==> src/rtl/byte_serializer_ctrl_pkg.sv <==
// -----------------------------------------------------------------------------
// byte_serializer_ctrl_pkg
//   Shared definitions for the byte serializer controller: default word/byte
//   widths, derivation helpers for lane count and lane-index width, and the
//   controller state encoding.
// -----------------------------------------------------------------------------
package byte_serializer_ctrl_pkg;

  localparam int DATA_W_DEF = 18;
  localparam int BYTE_W_DEF = 8;

  // Lanes needed to carry a dw-bit word in bw-bit bytes (ceiling division).
  function automatic int calc_nbytes(input int dw, input int bw);
    return (dw + bw - 1) / bw;
  endfunction

  // Lane-index width; kept at least 1 bit so a single-lane build still has a
  // legal counter.
  function automatic int calc_cnt_w(input int nbytes);
    return (nbytes > 1) ? $clog2(nbytes) : 1;
  endfunction

  typedef enum logic {
    IDLE = 1'b0,
    SEND = 1'b1
  } state_e;

endpackage : byte_serializer_ctrl_pkg

==> src/rtl/byte_serializer_ctrl_lane_select.sv <==
// -----------------------------------------------------------------------------
// byte_lane_select
//   Combinational lane picker: returns byte lane i_idx of i_word, LSB lane
//   first. Bits above DATA_W in the top lane read as zero.
// Ports
//   i_word  in   DATA_W  word being serialised
//   i_idx   in   CNT_W   lane index
//   o_byte  out  BYTE_W  selected lane
// -----------------------------------------------------------------------------
module byte_lane_select #(
  parameter int DATA_W = 18,
  parameter int BYTE_W = 8,
  parameter int NBYTES = 3,
  parameter int CNT_W  = 2
) (
  input  logic [DATA_W-1:0] i_word,
  input  logic [CNT_W-1:0]  i_idx,
  output logic [BYTE_W-1:0] o_byte
);

  // Word widened to a whole number of lanes so every part-select stays in range.
  logic [NBYTES*BYTE_W-1:0] w_padded;

  // NOTE: a combinational block assigns every output a default first; a path
  // that leaves a signal unassigned would infer a latch.
  always_comb begin
    w_padded               = '0;
    w_padded[DATA_W-1:0]   = i_word;
  end

  assign o_byte = w_padded[int'(i_idx)*BYTE_W +: BYTE_W];

endmodule : byte_lane_select

==> src/rtl/byte_serializer_ctrl.sv <==
// -----------------------------------------------------------------------------
// byte_serializer_ctrl
//   Accepts one DATA_W-bit word from a valid/ready producer and emits it as
//   BYTE_W-bit bytes, LSB byte first, to a valid/ready/last consumer. The
//   number of bytes per word is in_nbytes+1, clamped to NBYTES. A word can be
//   reloaded on the last-byte handshake, so consecutive words stream with no
//   idle cycle.
// Ports
//   clk        in   1       rising-edge clock
//   rst        in   1       asynchronous active-high reset
//   in_valid   in   1       producer has a word
//   in_ready   out  1       word accepted this cycle (combinational on out_ready)
//   in_data    in   DATA_W  word to serialise
//   in_nbytes  in   CNT_W   bytes to emit minus 1, sampled with the word
//   out_valid  out  1       out_data holds a valid byte
//   out_ready  in   1       consumer takes the byte
//   out_data   out  BYTE_W  current byte (zero when out_valid is low)
//   out_last   out  1       current byte is the final byte of the word
//   shift_cnt  out  CNT_W   current lane index
//   busy       out  1       controller is in SEND
// -----------------------------------------------------------------------------
module byte_serializer_ctrl
  import byte_serializer_ctrl_pkg::*;
#(
  parameter  int DATA_W = DATA_W_DEF,
  parameter  int BYTE_W = BYTE_W_DEF,
  localparam int NBYTES = calc_nbytes(DATA_W, BYTE_W),
  localparam int CNT_W  = calc_cnt_w(NBYTES)
) (
  input  logic              clk,
  input  logic              rst,
  input  logic              in_valid,
  output logic              in_ready,
  input  logic [DATA_W-1:0] in_data,
  input  logic [CNT_W-1:0]  in_nbytes,
  output logic              out_valid,
  input  logic              out_ready,
  output logic [BYTE_W-1:0] out_data,
  output logic              out_last,
  output logic [CNT_W-1:0]  shift_cnt,
  output logic              busy
);

  localparam logic [CNT_W-1:0] MAX_IDX = CNT_W'(NBYTES - 1);

  state_e             r_state;
  state_e             w_state_nxt;
  logic [DATA_W-1:0]  r_word;
  logic [CNT_W-1:0]   r_idx;
  logic [CNT_W-1:0]   r_nb;

  logic [CNT_W-1:0]   w_nb_clamped;
  logic [BYTE_W-1:0]  w_lane;
  logic               w_load;
  logic               w_inc;
  logic               w_clr;
  logic               w_valid;
  logic               w_last;
  logic               w_in_ready;

  // The CNT_W-bit field can encode one more than the last legal lane index.
  assign w_nb_clamped = (in_nbytes > MAX_IDX) ? MAX_IDX : in_nbytes;

  always_comb begin
    w_state_nxt = r_state;
    w_load      = 1'b0;
    w_inc       = 1'b0;
    w_clr       = 1'b0;
    w_valid     = 1'b0;
    w_last      = 1'b0;
    w_in_ready  = 1'b0;
    case (r_state)
      IDLE: begin
        w_in_ready = 1'b1;
        if (in_valid) begin
          w_load      = 1'b1;
          w_state_nxt = SEND;
        end
      end
      SEND: begin
        w_valid = 1'b1;
        w_last  = (r_idx == r_nb);
        if (out_ready) begin
          if (!w_last) begin
            w_inc = 1'b1;
          end else begin
            // Last byte leaving: the slot frees up this same cycle, so a
            // waiting word is taken immediately and streaming has no bubble.
            w_in_ready = 1'b1;
            if (in_valid) begin
              w_load = 1'b1;
            end else begin
              w_clr       = 1'b1;
              w_state_nxt = IDLE;
            end
          end
        end
      end
      default: w_state_nxt = IDLE;
    endcase
  end

  // NOTE: sequential state uses non-blocking assignments so every register
  // samples pre-edge values regardless of statement order.
  always_ff @(posedge clk or posedge rst) begin
    if (rst) begin
      r_state <= IDLE;
      r_word  <= '0;
      r_idx   <= '0;
      r_nb    <= '0;
    end else begin
      r_state <= w_state_nxt;
      if (w_load) begin
        r_word <= in_data;
        r_nb   <= w_nb_clamped;
        r_idx  <= '0;
      end else if (w_inc) begin
        r_idx  <= r_idx + CNT_W'(1);
      end else if (w_clr) begin
        r_idx  <= '0;
      end
    end
  end

  byte_lane_select #(
    .DATA_W (DATA_W),
    .BYTE_W (BYTE_W),
    .NBYTES (NBYTES),
    .CNT_W  (CNT_W)
  ) u_lane_select (
    .i_word (r_word),
    .i_idx  (r_idx),
    .o_byte (w_lane)
  );

  // Held low while rst is asserted so no word is offered a handshake that the
  // reset would immediately discard.
  assign in_ready  = w_in_ready & ~rst;
  assign out_valid = w_valid;
  assign out_last  = w_last;
  assign out_data  = w_valid ? w_lane : '0;
  assign shift_cnt = r_idx;
  assign busy      = (r_state == SEND);

endmodule : byte_serializer_ctrl
==> config.mk <==
export PLATFORM = sky130hd
export DESIGN_NAME = byte_serializer_ctrl
export DESIGN_NICKNAME = d
export VERILOG_FILES = /design/src/rtl/byte_serializer_ctrl_pkg.sv /design/src/rtl/byte_serializer_ctrl_lane_select.sv /design/src/rtl/byte_serializer_ctrl.sv
export SDC_FILE = /design/constraint.sdc
export NUM_CORES = 1
export LEC_CHECK = 0
export ABC_AREA = 1
export CAP_MARGIN = 20
export CELL_PAD_IN_SITES_DETAIL_PLACEMENT = 2
export CELL_PAD_IN_SITES_GLOBAL_PLACEMENT = 2
export CORE_ASPECT_RATIO = 0.5
export CORE_MARGIN = 4
export CORE_UTILIZATION = 25
export DETAILED_ROUTE_END_ITERATION = 12
export PLACE_DENSITY = 0.74
export SLEW_MARGIN = 20
export SYNTH_ARGS = -nofsm -noshare
export SYNTH_HDL_FRONTEND = slang
export SYNTH_SLANG_ARGS = --single-unit
==> constraint.sdc <==
create_clock -name clk -period 1.5 [get_ports clk]
set_input_delay 0.15 -clock clk [delete_from_list [all_inputs] [get_ports clk]]
set_output_delay 0.15 -clock clk [all_outputs]
set_load 0.01 [all_outputs]
==> results of run 1 <==
-- final timing paths --
| kind | start | end | slack, ps | cells after the start |
|---|---|---|---|---|
| min | rst | shift_cnt[1] | 280 | 3 |
| max reg2reg | shift_cnt[1] | r_word[9] | -110 | 10 |
| max in group asynchronous | rst | r_word[7] | 980 | 3 |
| min reg2reg | r_word[10] | r_word[10] | 480 | 2 |
| max | shift_cnt[1] | out_data[5] | -120 | 6 |
| min in group clk | in_data[5] | r_word[5] | 430 | 3 |
-- tightest hold or removal path: cells and delay by family --
| family | cells | cell delay [ps] |
|---|---|---|
| buf+inv | 3 | 810 |
-- registers in the layout, summed over array words and instances, names as in the netlist --
| name | count |
|---|---|
| r_word | 18 |
| r_nb | 2 |
| shift_cnt | 2 |
| busy | 1 |
-- cell type report --
cell class / count / area (um2) / share of cell area, %
clock inverter: 1 / 7.51 / 0.396
sequential: 23 / 576 / 30.3
tap: 66 / 82.6 / 4.35
multi-input combinational: 110 / 591 / 31.1
inverter: 11 / 41.3 / 2.18
timing repair buffer: 64 / 558 / 29.4
clock buffer: 3 / 41.3 / 2.18
-- stage by stage --
step	power (W)	cell area (um2)	hold WS (ps)
final	0.00394	1900	277
after global routing	0.00428	1900	309
after CTS	0.00377	1860	261
after detailed placement	0.00323	1750	463
after global placement	0.00314	1750	455
after floorplan	0.00224	1230	152
-- routing by layer --
metal | vias up | global-route usage (%)
met1 | 668 | 20.2
met3 | 6 | 3.34
met2 | 28 | 30.0
met4 | 0 | 3.42
li1 | 614 | -
met5 | - | 0
-- logic make-up after synthesis --
logic type,after synthesis,synth area share (%)
flip-flops,23,46.6
XOR/XNOR,1,0.709
AO/OA/AOI/OAI,11,4.66
buffers and inverters,22,9.93
AND/OR/NAND/NOR,98,38.1
-- report_power, final --
part	total [W]	leakage (nW)	internal, W	switching, W
logic	0.00240	0.639	0.00103	0.00137
registers	0.00111	0.286	0.000900	0.000205
clock network	0.000431	0.0217	0.000189	0.000242
total	0.00394	0.946	0.00212	0.00182
-- timing repair --
item                       in CTS  in global routing
gates resized for setup        62                  9
setup endpoints to repair      32                 33
hold buffers                    0                  0
pin swaps                       6                  4
buffers inserted                7                  2
-- placed cells by master (no fill, tap or decap), types with 2 or more instances in the layout --
master                            instances
sky130_fd_sc_hd__nand4_1                 20
sky130_fd_sc_hd__o21ai_0                  6
sky130_fd_sc_hd__buf_2                   10
sky130_fd_sc_hd__buf_4                   19
sky130_fd_sc_hd__clkbuf_8                 3
sky130_fd_sc_hd__inv_1                   10
sky130_fd_sc_hd__nor2_1                  14
sky130_fd_sc_hd__dlygate4sd2_1            3
sky130_fd_sc_hd__dfrtp_1                 23
sky130_fd_sc_hd__nor2_2                   2
sky130_fd_sc_hd__clkdlybuf4s50_1         23
sky130_fd_sc_hd__buf_6                    7
sky130_fd_sc_hd__nand2_1                 43
sky130_fd_sc_hd__nand2_2                 14
sky130_fd_sc_hd__nand3_4                  2
==> flow_summary_export.csv, run 1 <==
group,metric,value,unit
outcome,run_status,"finished with violations",
outcome,violations,"setup timing",
worst_setup_path,critical-path-max-stage-delay,430,ps
worst_setup_path,critical_path_peak_fanout,8,
grt,antenna_found_initial,0,
synth,synth_commonest_cells,"sky130_fd_sc_hd__nand2_1 (46), sky130_fd_sc_hd__dfrtp_1 (23), sky130_fd_sc_hd__nand4_1 (20)",
timing,timing.final.crit_share,108,%
synth,synth_area_leader,"sky130_fd_sc_hd__dfrtp_1",
placed_design,dp.final_hpwl,3090,um
timing,postLayoutSetupSlackWorst,-119,ps
timing,worst_slew_margin_rel,71.9,%
worst_setup_path,critical-path-slowest-cell,"sky130_fd_sc_hd__dfrtp_1",
floorplanning,core-area,4570,um2
synth,synthesis.nets,179,
detailed_routing,top_signal_layer_used,"met4",
grt,globalRouteOverflowTotal,0,
floorplanning,io_pins,38,
detailed_routing,met3_wire_len,143,um
floorplanning,fp.dieH,57.7,um
worst_setup_path,critPathKind,"flop to primary output",
power_and_ir_drop,power.density,2080,nW/um2
synth,post_syn_instances,155,
worst_setup_path,crit_path_cell_trace,"buf_6 > nor2_4 > buf_6 > o21ai_0 > nor2_1 > buf_2",
synth,synthDominantCellAreaShare,46.6,%
clocking,cts-root-to-sink-buffers,2,
cells_and_area,final_util,41.5,%
timing,min_period,1620,ps
worst_setup_path,cp_common_cell,"sky130_fd_sc_hd__buf_6",
detailed_routing,vias_per_cell,4.73,
synth,synth_area_per_cell,7.97,um2
timing,worst_clock_skew,1.27,ps
synth,synth-warning-count,0,
power_and_ir_drop,p_leak,0.946,nW
worst_setup_path,cp-start-kind,"flop",
cells_and_area,flow.area_growth_from_synthesis,53.6,%
detailed_routing,routed_wirelength,5180,um
cells_and_area,fin_cells,278,
synth,leading_cell_type_by_number_of_instances_after_synthesis,"sky130_fd_sc_hd__nand2_1",
detailed_routing,drt_iter0_drc,43,
detailed_routing,detail_route.drc_violations,0,
synth,synth_top_cells_by_area,"sky130_fd_sc_hd__dfrtp_1 (47%), sky130_fd_sc_hd__nand2_1 (14%), sky130_fd_sc_hd__nand4_1 (10%), sky130_fd_sc_hd__nand2_2 (5.6%), sky130_fd_sc_hd__nor2_1 (5.2%)",
timing,setup-violations-final,29,
run,max-cap-violations,0,
detailed_routing,post_drt_wl_per_cell,18.6,um
grt,track_usage,16.3,%
synth,synth_edf_count,0,
synth,synth-seq-cells,23,
synth,synth_cell_types,20,
floorplanning,fp.dieW,107,um
timing,tightestPinTransition,417,ps
worst_setup_path,critical_path_arrival,1470,ps
cells_and_area,antenna_cells,0,
worst_setup_path,cp.required,1350,ps
floorplanning,die_area,6200,um2
floorplanning,initial_utilization,27.0,%
timing,finalMaxSlewViolations,0,
synth,synth-seq-area-share,46.6,%
clocking,cts_num_sinks,23,
placed_design,pre_cts_ws,-165,ps
grt,first_global_vias,1554,
placed_design,globalplace.congestion,0.714,
cells_and_area,final_net_count,237,
clocking,clkSlewWorstSetupHoldPaths,90,ps
clocking,number_of_buffers_created_by_cts,3,
worst_setup_path,timing.critical_path.buf_inv,3,
cells_and_area,layout-drive-gt1-share,30.7,%
timing,final.setup.tns,-1350,ps
clocking,clk_root_buffer_cell,"sky130_fd_sc_hd__clkbuf_8",
timing,rsz0062_at_grt,"true",
grt,maximum_number_of_pins_on_one_net_before_global_route_repair,24,
placed_design,place_inst,266,
detailed_routing,met1_wl,2270,um
detailed_routing,dr_total_vias,1316,
detailed_routing,wl_met2,2680,um
worst_setup_path,worstSetupEndpointType,"primary output",
synth,asyncSetResetFlopFracSynth,100,%
synth,dominantRegCellSynth,"sky130_fd_sc_hd__dfrtp_1",
cells_and_area,fillCellCount,525,
placed_design,place.port_buffers,37,
power_and_ir_drop,vdd_drop_max,0.535,mV
synth,synth_area,1230,um2
floorplanning,floorplan.rows,17,
clocking,tritoncts,"yes",
detailed_routing,postRouteAntennaNets,0,
detailed_routing,drtPass1Iterations,4,
timing,timing.fmax,618,MHz
timing,report.final.hold_viol_count,0,
grt,grt_first_pass_wirelength,8030,um
clocking,clk_latency,280,ps
clocking,ctsHtreeMaxLevel,1,
worst_setup_path,family_with_the_most_delay_on_the_worst_path,"buffers and inverters",
hold_path,min_path_type,"input port to asynchronous set/reset pin",
Power figures use the tool's default switching activity.
==> inputs of run 2 (changes only) <==
HOLD_SLACK_MARGIN = 0.15   (was not set)
SKIP_CTS_REPAIR_TIMING = 1   (was not set)
==> flow_summary_export.csv, run 2 (same netlist as run 1, synthesis figures left out) <==
group,metric,value,unit
cells_and_area,fillCellCount,532,
worst_setup_path,critPathKind,"flop to primary output",
power_and_ir_drop,power.density,2000,nW/um2
worst_setup_path,critical-path-max-stage-delay,560,ps
grt,antenna_found_initial,0,
worst_setup_path,family_with_the_most_delay_on_the_worst_path,"buffers and inverters",
grt,grt_first_pass_wirelength,7220,um
worst_setup_path,cp.required,1350,ps
timing,rsz0062_at_grt,"true",
run,max-cap-violations,0,
timing,timing.final.crit_share,105,%
clocking,clk_latency,270,ps
floorplanning,core-area,4570,um2
cells_and_area,flow.area_growth_from_synthesis,48.5,%
floorplanning,floorplan.rows,17,
detailed_routing,postRouteAntennaNets,0,
timing,timing.fmax,634,MHz
timing,min_period,1580,ps
floorplanning,fp.dieH,57.7,um
floorplanning,io_pins,38,
worst_setup_path,timing.critical_path.buf_inv,2,
cells_and_area,antenna_cells,0,
cells_and_area,multi_input_area,572,um2
worst_setup_path,worstSetupEndpointType,"primary output",
cells_and_area,most-common-layout-cells,"sky130_fd_sc_hd__nand2_1 (36), sky130_fd_sc_hd__clkdlybuf4s50_1 (24), sky130_fd_sc_hd__dfrtp_1 (22)",
floorplanning,fp.dieW,107,um
placed_design,place.port_buffers,37,
timing,report.final.hold_viol_count,0,
placed_design,place_inst,266,
timing,worst_slew_margin_rel,75.8,%
clocking,cts_num_sinks,23,
hold_path,min_path_type,"input port to asynchronous set/reset pin",
cells_and_area,largest_reg_flops,18,
worst_setup_path,critical-path-slowest-cell,"sky130_fd_sc_hd__clkdlybuf4s50_1",
clocking,clkSlewWorstSetupHoldPaths,100,ps
placed_design,globalplace.congestion,0.714,
worst_setup_path,critical_path_arrival,1430,ps
timing,finalMaxSlewViolations,0,
floorplanning,die_area,6200,um2
detailed_routing,dr_total_vias,1246,
cells_and_area,registers.top_by_ff_count,"r_word",
grt,track_usage,14.9,%
outcome,violations,"setup timing",
timing,setup-violations-final,2,
cells_and_area,commonest_non_fill_non_tap_cell_in_the_layout,"sky130_fd_sc_hd__nand2_1",
detailed_routing,routed_wirelength,4250,um
timing,postLayoutSetupSlackWorst,-77.7,ps
detailed_routing,post_drt_wl_per_cell,15.7,um
grt,globalRouteOverflowTotal,0,
worst_setup_path,critical_path_peak_fanout,11,
detailed_routing,drt_iter0_drc,27,
clocking,cts-root-to-sink-buffers,2,
power_and_ir_drop,p_leak,0.928,nW
worst_setup_path,crit_path_cell_trace,"buf_4 > clkdlybuf4s50_1",
outcome,run_status,"finished with violations",
cells_and_area,layout-drive-gt1-share,30.2,%
timing,tightestPinTransition,359,ps
timing,worst_hold_slack,253,ps
placed_design,pre_cts_ws,-165,ps
cells_and_area,fin_cells,271,
power_and_ir_drop,vdd_drop_max,0.513,mV
grt,first_global_vias,1437,
clocking,number_of_buffers_created_by_cts,3,
clocking,clk_root_buffer_cell,"sky130_fd_sc_hd__clkbuf_8",
detailed_routing,vias_per_cell,4.60,
cells_and_area,seqCellArea,577,um2
power_and_ir_drop,report.power.total,0.00366,W
cells_and_area,final_net_count,230,
worst_setup_path,cp-start-kind,"flop",
detailed_routing,drtPass1Iterations,4,
grt,maximum_number_of_pins_on_one_net_before_global_route_repair,24,
placed_design,dp.final_hpwl,3090,um
detailed_routing,detail_route.drc_violations,0,
timing,worst_clock_skew,9.74,ps
floorplanning,initial_utilization,27.0,%
clocking,tritoncts,"yes",
clocking,ctsHtreeMaxLevel,1,
-- run 2: worst reg2reg max path, delay by kind of cell, from the launching register on --
kind	cells	cell delay (ps)
DFF	1	450
and+or+nand+nor	7	540
buffers and inverters	3	390
-- run 2: path summary, 6_finish.rpt --
path                         startpoint  slack [ps]  cells past startpoint           end
max                        shift_cnt[0]         -80                      2  shift_cnt[0]
min reg2reg                  r_word[10]         480                      2    r_word[10]
min in group clk             in_data[6]         430                      3     r_word[6]
max reg2reg                shift_cnt[1]          10                     10    r_word[12]
min                                 rst         250                      3     r_word[0]
max in group asynchronous           rst         980                      3  shift_cnt[1]
-- run 2: stage by stage --
| stage | instance area, um2 | util, % | TNS [ps] |
|---|---|---|---|
| final | 1830 | 40.1 | -114 |
| after CTS | 1800 | 39.3 | -7190 |
| after floorplan | 1230 | - | 0 |
| after detailed placement | 1750 | 38.2 | -3290 |
| after global routing | 1830 | 40.1 | -1550 |
| after global placement | 1750 | 38.2 | -1350 |
-- run 2: metal layers --
metal  wire length [um]  vias to the layer above  GRT usage (%)
li1                   -                      602              -
met1               1910                      622           18.4
met2               2210                       18           27.1
met3                 88                        4           3.11
met4                 42                        0           3.24
met5                  0                        -              0
-- run 2: cell type report --
class / instances / share of cell area, %
flip-flops and latches: 23 / 31.4
multi-input cells: 110 / 31.2
repair buffers: 57 / 28.0
well taps: 66 / 4.50
clock buffers: 3 / 2.25
inverters: 11 / 2.25
clock inverters: 1 / 0.409
-- run 2: report_power, final --
group / total, W / leakage [nW] / switching (W) / internal [W]
combinational: 0.00215 / 0.622 / 0.00121 / 0.000944
clock: 0.000411 / 0.0217 / 0.000223 / 0.000188
sequential: 0.00110 / 0.284 / 0.000195 / 0.000902
